$ cat config.mk
export PLATFORM = sky130hd
export DESIGN_NAME = pipeline_debug_ctrl
export DESIGN_NICKNAME = d
export VERILOG_FILES = /design/src/rtl/debug_ctrl_pkg.sv /design/src/rtl/word_tx_serializer.sv /design/src/rtl/pipeline_debug_ctrl.sv
export SDC_FILE = /design/constraint.sdc
export NUM_CORES = 1
export LEC_CHECK = 0
export CAP_MARGIN = 10
export CORE_MARGIN = 3
export CORE_UTILIZATION = 45
export DETAILED_ROUTE_END_ITERATION = 10
export PLACE_DENSITY = 0.72
export SETUP_SLACK_MARGIN = 0.3
export SLEW_MARGIN = 10
export SYNTH_ARGS = -nofsm -noshare
export SYNTH_HDL_FRONTEND = slang
export SYNTH_SLANG_ARGS = --single-unit
$ cat constraint.sdc
create_clock -name clock -period 3.1 [get_ports clock]
set_input_delay 0.62 -clock clock [delete_from_list [all_inputs] [get_ports clock]]
set_output_delay 0.62 -clock clock [all_outputs]
set_load 0.005 [all_outputs]
$ cat src/rtl/debug_ctrl_pkg.sv
// Shared state encodings and UART command bytes for the pipeline debug controller.
package debug_ctrl_pkg;

  typedef enum logic [2:0] {
    ST_IDLE,
    ST_LOAD,
    ST_RUN,
    ST_STEP_WAIT,
    ST_STEP_EXEC,
    ST_DUMP_ADDR,
    ST_DUMP_WAIT,
    ST_DUMP_SEND
  } state_t;

  typedef enum logic [1:0] {
    PH_PC,
    PH_REG,
    PH_MEM,
    PH_CNT
  } dump_phase_t;

  localparam logic [7:0] CMD_LOAD = 8'h4C;
  localparam logic [7:0] CMD_RUN  = 8'h43;
  localparam logic [7:0] CMD_STEP = 8'h53;
  localparam logic [7:0] CMD_NEXT = 8'h4E;
  localparam logic [7:0] CMD_QUIT = 8'h51;

  localparam int unsigned IDX_W  = 16;
  localparam int unsigned WAIT_W = 8;

  function automatic logic is_dump(input state_t s);
    return (s == ST_DUMP_ADDR) || (s == ST_DUMP_WAIT) || (s == ST_DUMP_SEND);
  endfunction

endpackage

$ cat src/rtl/word_tx_serializer.sv
// Sends one loaded word as bytes MSB-first over a valid/ready handshake, pulsing done after the last byte.
module word_tx_serializer #(
  parameter int unsigned NB_DATA = 32
) (
  input  logic               clock,
  input  logic               reset,
  input  logic               load,
  input  logic [NB_DATA-1:0] word,
  input  logic               tx_ready,
  output logic [7:0]         tx_data,
  output logic               tx_valid,
  output logic               done
);

  localparam int unsigned N_BYTES = NB_DATA / 8;
  localparam int unsigned CNT_W   = (N_BYTES > 1) ? $clog2(N_BYTES) : 1;

  logic [NB_DATA-1:0] word_q, word_d;
  logic [CNT_W-1:0]   cnt_q, cnt_d;
  logic               tx_valid_q, tx_valid_d;
  logic               done_q, done_d;

  always_comb begin
    word_d     = word_q;
    cnt_d      = cnt_q;
    tx_valid_d = tx_valid_q;
    done_d     = 1'b0;
    if (load) begin
      word_d     = word;
      cnt_d      = '0;
      tx_valid_d = 1'b1;
    end else if (tx_valid_q && tx_ready) begin
      if (cnt_q == CNT_W'(N_BYTES - 1)) begin
        tx_valid_d = 1'b0;
        done_d     = 1'b1;
      end else begin
        cnt_d  = CNT_W'(cnt_q + 1'b1);
        word_d = {word_q[NB_DATA-9:0], 8'h00};
      end
    end
  end

  always_ff @(posedge clock or negedge reset) begin
    if (!reset) begin
      word_q     <= '0;
      cnt_q      <= '0;
      tx_valid_q <= 1'b0;
      done_q     <= 1'b0;
    end else begin
      word_q     <= word_d;
      cnt_q      <= cnt_d;
      tx_valid_q <= tx_valid_d;
      done_q     <= done_d;
    end
  end

  // Current byte is always the top of the shifting word register.
  assign tx_data  = word_q[NB_DATA-1 -: 8];
  assign tx_valid = tx_valid_q;
  assign done     = done_q;

endmodule

$ cat src/rtl/pipeline_debug_ctrl.sv
// UART-driven loader / run / single-step / state-dump controller for the MIPS pipeline.
// Optional DEBUG_CYCLE_COUNT_EN appends an enabled-cycle counter word to every dump.
module pipeline_debug_ctrl
  import debug_ctrl_pkg::*;
#(
  parameter int unsigned        NB_DATA    = 32,
  parameter int unsigned        NB_REG     = 5,
  parameter int unsigned        N_REGISTER = 32,
  parameter int unsigned        NB_ADDR    = 7,
  parameter int unsigned        N_MEM_DUMP = 32,
  parameter int unsigned        IMEM_WORDS = 256,
  parameter int unsigned        ADDR_STEP  = 4,
  parameter logic [NB_DATA-1:0] HALT_INSTR = '1,
  parameter int unsigned        READ_LAT   = 1
) (
  input  logic               clock,
  input  logic               reset,
  input  logic [7:0]         rx_data,
  input  logic               rx_valid,
  output logic [7:0]         tx_data,
  output logic               tx_valid,
  input  logic               tx_ready,
  output logic               en_pipeline,
  output logic               en_read_inst,
  output logic [NB_DATA-1:0] data_inst_to_write,
  output logic               ready_instr_to_write,
  output logic [NB_DATA-1:0] o_dir_mem_write,
  output logic               select_debug_or_wireA,
  output logic [NB_REG-1:0]  addr_reg_debug,
  output logic               select_debug_or_alu_result,
  output logic [NB_ADDR-1:0] addr_mem_debug,
  input  logic [NB_DATA-1:0] data_registers_debug,
  input  logic [NB_DATA-1:0] data_mem_debug,
  input  logic [NB_DATA-1:0] data_pc_debug,
  input  logic               halt_signal_o_wb
);

  localparam logic [NB_DATA-1:0] LAST_ADDR = NB_DATA'((IMEM_WORDS - 1) * ADDR_STEP);
  localparam logic [IDX_W-1:0]   REG_LAST  = IDX_W'(N_REGISTER - 1);
  localparam logic [IDX_W-1:0]   MEM_LAST  = IDX_W'(N_MEM_DUMP - 1);

  state_t             state_q, state_d, dump_exit_c;
  dump_phase_t        phase_q, phase_d;
  logic [IDX_W-1:0]   idx_q, idx_d;
  logic [WAIT_W-1:0]  wait_q, wait_d;
  logic [NB_DATA-1:0] addr_q, addr_d;
  logic [1:0]         bcnt_q, bcnt_d;
  logic [NB_DATA-9:0] sh_q, sh_d;
  logic               step_mode_q, step_mode_d;
  logic               halt_seen_q, halt_seen_d;
  logic               ready_q, ready_d;
  logic [NB_DATA-1:0] data_inst_q, data_inst_d;
  logic [NB_DATA-1:0] dir_q, dir_d;
  logic               en_q, en_d;
  logic               sel_q, sel_d;
  logic [NB_REG-1:0]  areg_q, areg_d;
  logic [NB_ADDR-1:0] amem_q, amem_d;
  logic [NB_DATA-1:0] word_c, cap_c, cyc_word_c;
  logic               ser_load_c, ser_done;

  assign word_c = {sh_q, rx_data};

  always_comb begin
    state_d     = state_q;
    phase_d     = phase_q;
    idx_d       = idx_q;
    wait_d      = wait_q;
    addr_d      = addr_q;
    bcnt_d      = bcnt_q;
    sh_d        = sh_q;
    step_mode_d = step_mode_q;
    halt_seen_d = halt_seen_q;
    ready_d     = 1'b0;
    data_inst_d = data_inst_q;
    dir_d       = dir_q;
    ser_load_c  = 1'b0;

    // A halt reaching WB during a step or its dump ends single-step mode afterwards.
    if (step_mode_q && halt_signal_o_wb && (state_q == ST_STEP_EXEC || is_dump(state_q)))
      halt_seen_d = 1'b1;
    dump_exit_c = (step_mode_q && !halt_seen_d) ? ST_STEP_WAIT : ST_IDLE;

    case (state_q)
      ST_IDLE: begin
        if (rx_valid) begin
          case (rx_data)
            CMD_LOAD: begin state_d = ST_LOAD; bcnt_d = '0; addr_d = '0; end
            CMD_RUN:  begin state_d = ST_RUN; step_mode_d = 1'b0; end
            CMD_STEP: begin state_d = ST_STEP_WAIT; step_mode_d = 1'b1; halt_seen_d = 1'b0; end
            default: ;
          endcase
        end
      end
      ST_LOAD: begin
        if (rx_valid) begin
          sh_d   = word_c[NB_DATA-9:0];
          bcnt_d = 2'(bcnt_q + 2'd1);
          if (bcnt_q == 2'd3) begin
            ready_d     = 1'b1;
            data_inst_d = word_c;
            dir_d       = addr_q;
            if (word_c == HALT_INSTR || addr_q == LAST_ADDR) begin
              state_d = ST_IDLE;
              addr_d  = '0;
            end else begin
              addr_d = addr_q + NB_DATA'(ADDR_STEP);
            end
          end
        end
      end
      ST_RUN: begin
        if (halt_signal_o_wb) begin
          state_d = ST_DUMP_ADDR;
          phase_d = PH_PC;
          idx_d   = '0;
        end
      end
      ST_STEP_WAIT: begin
        if (rx_valid && rx_data == CMD_NEXT) state_d = ST_STEP_EXEC;
        else if (rx_valid && rx_data == CMD_QUIT) state_d = ST_IDLE;
      end
      ST_STEP_EXEC: begin
        state_d = ST_DUMP_ADDR;
        phase_d = PH_PC;
        idx_d   = '0;
      end
      ST_DUMP_ADDR: begin
        state_d = ST_DUMP_WAIT;
        wait_d  = '0;
      end
      ST_DUMP_WAIT: begin
        if (wait_q == WAIT_W'(READ_LAT - 1)) begin
          ser_load_c = 1'b1;
          state_d    = ST_DUMP_SEND;
        end else begin
          wait_d = WAIT_W'(wait_q + 1'b1);
        end
      end
      ST_DUMP_SEND: begin
        if (ser_done) begin
          state_d = ST_DUMP_ADDR;
          idx_d   = IDX_W'(idx_q + 1'b1);
          case (phase_q)
            PH_PC:  begin phase_d = PH_REG; idx_d = '0; end
            PH_REG: if (idx_q == REG_LAST) begin phase_d = PH_MEM; idx_d = '0; end
            PH_MEM: if (idx_q == MEM_LAST) begin
`ifdef DEBUG_CYCLE_COUNT_EN
              phase_d = PH_CNT;
              idx_d   = '0;
`else
              state_d = dump_exit_c;
`endif
            end
            default: state_d = dump_exit_c;
          endcase
        end
      end
      default: state_d = ST_IDLE;
    endcase

    // Outputs follow the next state so they are registered yet aligned with it.
    en_d   = (state_d == ST_RUN) || (state_d == ST_STEP_EXEC);
    sel_d  = is_dump(state_d);
    areg_d = sel_d ? NB_REG'(idx_d) : '0;
    amem_d = sel_d ? NB_ADDR'(idx_d) : '0;
  end

  always_comb begin
    case (phase_q)
      PH_PC:   cap_c = data_pc_debug;
      PH_REG:  cap_c = data_registers_debug;
      PH_MEM:  cap_c = data_mem_debug;
      default: cap_c = cyc_word_c;
    endcase
  end

`ifdef DEBUG_CYCLE_COUNT_EN
  logic [31:0] cyc_q, cyc_d;

  always_comb begin
    cyc_d = cyc_q;
    if (state_q == ST_IDLE && (state_d == ST_RUN || state_d == ST_STEP_WAIT)) cyc_d = '0;
    else if (en_q) cyc_d = cyc_q + 32'd1;
  end

  always_ff @(posedge clock or negedge reset) begin
    if (!reset) cyc_q <= '0;
    else        cyc_q <= cyc_d;
  end

  assign cyc_word_c = NB_DATA'(cyc_q);
`else
  assign cyc_word_c = '0;
`endif

  always_ff @(posedge clock or negedge reset) begin
    if (!reset) begin
      state_q     <= ST_IDLE;
      phase_q     <= PH_PC;
      idx_q       <= '0;
      wait_q      <= '0;
      addr_q      <= '0;
      bcnt_q      <= '0;
      sh_q        <= '0;
      step_mode_q <= 1'b0;
      halt_seen_q <= 1'b0;
      ready_q     <= 1'b0;
      data_inst_q <= '0;
      dir_q       <= '0;
      en_q        <= 1'b0;
      sel_q       <= 1'b0;
      areg_q      <= '0;
      amem_q      <= '0;
    end else begin
      state_q     <= state_d;
      phase_q     <= phase_d;
      idx_q       <= idx_d;
      wait_q      <= wait_d;
      addr_q      <= addr_d;
      bcnt_q      <= bcnt_d;
      sh_q        <= sh_d;
      step_mode_q <= step_mode_d;
      halt_seen_q <= halt_seen_d;
      ready_q     <= ready_d;
      data_inst_q <= data_inst_d;
      dir_q       <= dir_d;
      en_q        <= en_d;
      sel_q       <= sel_d;
      areg_q      <= areg_d;
      amem_q      <= amem_d;
    end
  end

  word_tx_serializer #(.NB_DATA(NB_DATA)) u_ser (
    .clock    (clock),
    .reset    (reset),
    .load     (ser_load_c),
    .word     (cap_c),
    .tx_ready (tx_ready),
    .tx_data  (tx_data),
    .tx_valid (tx_valid),
    .done     (ser_done)
  );

  assign en_pipeline                = en_q;
  assign en_read_inst               = en_q;
  assign data_inst_to_write         = data_inst_q;
  assign ready_instr_to_write       = ready_q;
  assign o_dir_mem_write            = dir_q;
  assign select_debug_or_wireA      = sel_q;
  assign addr_reg_debug             = areg_q;
  assign select_debug_or_alu_result = sel_q;
  assign addr_mem_debug             = amem_q;

endmodule

# [After elaboration in Yosys (flattened, before gate mapping)]
# Index checks and enable logic that the tools add are counted.
[word_totals] ff_bits=204 inputBits=109 out_inout_bits=90 wordCells=155
[classes] n_addsub=5 eq_ne=34 n_mux=61 reduce_logical=34
[op_table] cell="2-to-1 mux 32 bit" n=8
[op_table] cell="case mux 32 bit (3 select lines)" n=1
[op_table] cell="case mux 32 bit (2 select lines)" n=1
[op_table] cell="2-to-1 mux 16 bit" n=3
[op_table] cell="case mux 16 bit (3 select lines)" n=1
[op_table] cell="== test 8 x 7 -> 1 bit (second input constant)" n=5
[op_table] cell="adder 32 x 3 -> 32 bit (second input constant)" n=1
[op_table] cell="== test 32 x 10 -> 1 bit (second input constant)" n=1
[op_table] cell="== test 32 bit (second input constant)" n=1
[op_table] cell="case mux 16 bit (2 select lines)" n=1
[op_table] cell="2-to-1 mux 3 bit" n=10
[op_table] cell="== test 3 bit (second input constant)" n=8
[op_table] cell="case mux 3 bit (8 select lines)" n=1
[op_table] cell="2-to-1 mux 2 bit" n=10
[op_table] cell="adder 16 x 1 -> 16 bit (second input constant)" n=1
[op_table] cell="== test 16 x 5 -> 1 bit (second input constant)" n=1
[op_table] cell="case mux 8 bit (2 select lines)" n=1
[op_table] cell="2-to-1 mux 1 bit" n=15
[op_table] cell="!= test 2 bit (second input constant)" n=6
[op_table] cell="AND reduction 5 bit" n=2
[op_table] cell="nonzero test 2 bit" n=5
[op_table] cell="== test 3 x 2 -> 1 bit (second input constant)" n=3
[op_table] cell="case mux 3 bit (3 select lines)" n=1
[op_table] cell="AND reduction 3 bit" n=3
[op_table] cell="25 further kinds" n=44

# [Depth between registers and ports, before layout]
[logic_depth] ltp_word=17 mapped_depth=9 depth_no_buf=9

# [Modules after synthesis]
# Synthesis repeated with hierarchy kept, for this count alone.
[unflattened] cells_unflattened=1028 area_unflattened_um2=9919.5
[by_module_without_submodules] mod="pipeline_debug_ctrl" n_inst=1 cells_per_inst=840 area_each_um2=8195.4
[by_module_without_submodules] mod="word_tx_serializer" n_inst=1 cells_per_inst=188 area_each_um2=1724.2

# [Worst setup path before layout]
# Ideal clock, no wire load.
[synth_path] path_kind="in2reg" startpoint="input port rx_data[2]" endpoint="register wait_q[3]" setup_time_ps=78 t_arrival_ps=2527 setup_slack_ps=496 stages=8 cell_sequence="or2_2 or2_0 o311ai_0 and4_1 a32o_2 inv_2 or3_1 a21oi_1"
[synth_lines] item="start: declaration" line="pipeline_debug_ctrl.sv:18" source="input logic [7:0] rx_data,"
[synth_lines] item="end signal: assignment" line="pipeline_debug_ctrl.sv:218" source="wait_q <= wait_d;"
[synth_lines] item="end: declaration" line="pipeline_debug_ctrl.sv:45" source="logic [WAIT_W-1:0] wait_q, wait_d;"

==> impl_results.md <==
- RSZ-0062 raised after global routing: true
- R2r worst-path depth: 9
- Die H: 151 um
- Num CTS Buffers: 17
- Reg-to-reg slack, setup: 0.45 ns
- CP Max Fanout: 5
- CTS max path bufs: 2
- Crit-path slowest cell: dfrtp_1
- Row count: 52
- Area Overhead vs Synth: 31.7%
- DRT Pass-1 Iters: 5
- Tot GR Track Use: 0.205
- Core Box Area: 20,400 um2
- Antenna viol nets, final: 0
- Top FF cell, synth: dfrtp_1
- Largest net degree at the start of global routing: 69
- Die W: 151 um
- First-pass GRT wire length: 37,600 um
- Post-Syn Area: 9400 um2
- Fin Setup TNS: 0 ns
- Worst setup path category: flop to flop
- Layout cells sized above 1: 0.157
- Minimum clock period: 2.65 ns
- Max Clock Skew: 0.0134 ns
- Post-synth EDFFs: 0
- Reg2reg end: wait_q[5]$_DFFE_PN0P_
- Reg2Reg Launch Point: addr_q[3]$_DFFE_PN0P_
- Fraction of registers with async set/reset: 1.00
- GR Overflow Total: 0
- # Max-Cap Violations: 0
- CP endpoint kind: flop
- Design area: 12,400 um2
- Via count: 7,516
- Final hold viol count: 0
- Hold Path Class: input port to async pin
- Vias in the first global route: 7,406
- Startpoint types: flop
- Port Buffers: 196
- Worst path max stage delay: 0.43 ns
- Leakage: 0.00558 uW
- Clk pin slew, worst setup/hold paths: 0.08 ns
- Initial antenna violation count: 0
- CTS HTree Levels: 4
- CTS root buffer: clkbuf_16
- Layout Nets: 1,214
- Routed WL: 23,000 um
- Worst hold slack: 0.172 ns
- Final setup fails: 0
- Unique masters post-synth: 59
- Iter 0 DRT Violations: 360
- DP Area: 11,700 um2
- Antenna diodes: 0
- DR vias/cell: 5.44
- Max Transition Viols Final: 0
- Outcome: finished, final reports clean
- HPWL Detailed: 16,200 um
- Critical Path RT: 3.46 ns
- Die area: 22,700 um2
- Arr. time, crit path: 3.00 ns
- Synth Warn #: 0
- Slew HR: 0.404
- Synthesis-stage register bit count: 195
- Starting density of the core: 0.462
- Post-synthesis average cell area: 10.3 um2
- Final period utilization: 0.854
- Seq/Total Area, Yosys: 0.519
- Sinks on Clock Net: 195
- CTS tree: built
- Worst slew pin tran: 0.887 ns
- DRC: 0
- RePlAce Congestion: 0.831
- I/O Pins: 199
- Worst-Skew Late Latency: 0.43 ns
- Commonest non-fill, non-tap cell in the layout: clkdlybuf4s50_1
- Most frequent cells in the layout: clkdlybuf4s50_1 (195), dfrtp_1 (194), nand2_1 (121)
- Power per cell area: 734 nW/um2
- # fillers: 1,724
- Maximum vdd drop: 460 uV
- Routed wire length per instance: 16.7 um
- Mapped Cells: 909
- Final core utilization: 0.608
- Crit path cell chain: ha_2 -> and3_1 -> nand3_2 -> or3_4 -> o31ai_4 -> a32o_2 -> inv_2 -> or3_1 -> a21oi_1
- Highest Clock Rate: 378 MHz
==> layout make-up <==
cell class | count | area [um2] | share of cell area
clock buffers | 17 | 425 | 0.0344
clock inverters | 15 | 189 | 0.0153
well taps | 270 | 338 | 0.0273
inverters | 20 | 75.1 | 0.00606
flip-flops and latches | 195 | 4880 | 0.394
repair buffers | 233 | 2280 | 0.184
multi-input cells | 632 | 4200 | 0.339
==> cells in the mapped netlist (2+ instances only) <==
master    instances  area share
clkbuf_1         45       0.018
inv_1            18      0.0072
and4_1            6      0.0056
nand4_1          19       0.013
mux2_2           84        0.10
nor3_1           14      0.0075
dfrtp_1         195        0.52
nor2_1           61       0.024
nand3_1          38       0.020
mux2i_1          36       0.038
nand2_1         122       0.049
ha_1              6      0.0080
a221oi_1         24       0.022
o21ai_0          50       0.027
xor2_1           12       0.011
and2_1            8      0.0053
o41ai_1           6      0.0056
nor4_1            8      0.0053
inv_2             2     0.00080
or2_2             2      0.0013
nor3b_1           2      0.0016
a31oi_1           3      0.0020
and4bb_2          2      0.0027
or3_1             9      0.0060
a21oi_1          56       0.030
a41oi_1           3      0.0028
buf_4            17       0.014
o31ai_1           6      0.0048
nor2b_1           6      0.0040
xnor2_1           5      0.0047
and3_1            8      0.0053
o21bai_1          2      0.0016
a22o_1            5      0.0047
nand2b_1          4      0.0027
==> registers in the layout (all words and copies together), names as in the netlist, 2 cells and up <==
register	flops
u_ser.word_q	32
state_q	3
data_inst_to_write	32
wait_q	8
addr_q	30
idx_q	16
bcnt_q	2
phase_q	2
o_dir_mem_write	30
u_ser.cnt_q	2
sh_q	24
addr_mem_debug	7
==> worst max-delay path, delay by kind of cell (launching register included) <==
kind	cells	cell delay, ns
flip-flops	1	0.43
AND/OR/NAND/NOR	4	1.06
adder cells (fa/ha/maj)	1	0.25
AO/OA/AOI/OAI	3	0.77
buffers and inverters	1	0.06
==> power breakdown <==
part | leakage, uW | internal (uW) | switching, uW
sequential | 0.00258 | 3240 | 519
combinational | 0.00270 | 1620 | 1450
clock | 0.000295 | 1170 | 1100
==> metal layers <==
metal	share of wire	vias to the layer above	global-route usage	wire length [um]
li1	-	3629	-	-
met1	0.45	3644	0.278	10300
met2	0.47	226	0.336	10900
met3	0.074	17	0.0494	1690
met4	0.0072	0	0.0462	167
met5	0	-	0	0
==> logic make-up after synthesis <==
| family | synth area share |
|---|---|
| xor gates and xnor gates | 0.0158 |
| buffers and inverters | 0.0399 |
| DFF | 0.519 |
| AOI/OAI and AO/OA | 0.116 |
| other | 0.000399 |
| adders and majority gates | 0.00798 |
| muxes | 0.139 |
| and+or+nand+nor | 0.162 |
==> worst max path at each step <==
stage                           from                      to  slack (ns)
2_1_floorplan             rx_data[2]   wait_q[3]$_DFFE_PN0P_        0.50
3_3_place_gp              rx_data[5]  addr_q[31]$_DFFE_PN0P_       -0.05
3_5_place_dp              rx_data[2]   wait_q[5]$_DFFE_PN0P_       -0.07
4_1_cts                   rx_data[5]  addr_q[23]$_DFFE_PN0P_        0.38
5_1_grt        addr_q[3]$_DFFE_PN0P_   wait_q[5]$_DFFE_PN0P_        0.26
6_report       addr_q[3]$_DFFE_PN0P_   wait_q[5]$_DFFE_PN0P_        0.45
==> repair_timing <==
action,4_1_cts,5_1_grt
endpoints found under the setup margin,0,8
gates resized for setup,0,7
setup buffers,0,0
hold buffers,0,0
==> per-stage QoR <==
step	instances	worst slack [ns]	power, uW
2_1_floorplan	910	0.496	5390
3_5_place_dp	1350	-0.0699	6840
5_1_grt	1382	0.262	9680
4_1_cts	1382	0.377	9140
3_3_place_gp	1350	-0.0466	6750
6_report	1382	0.453	9090
No activity file was read; power rests on OpenSTA's default activity.
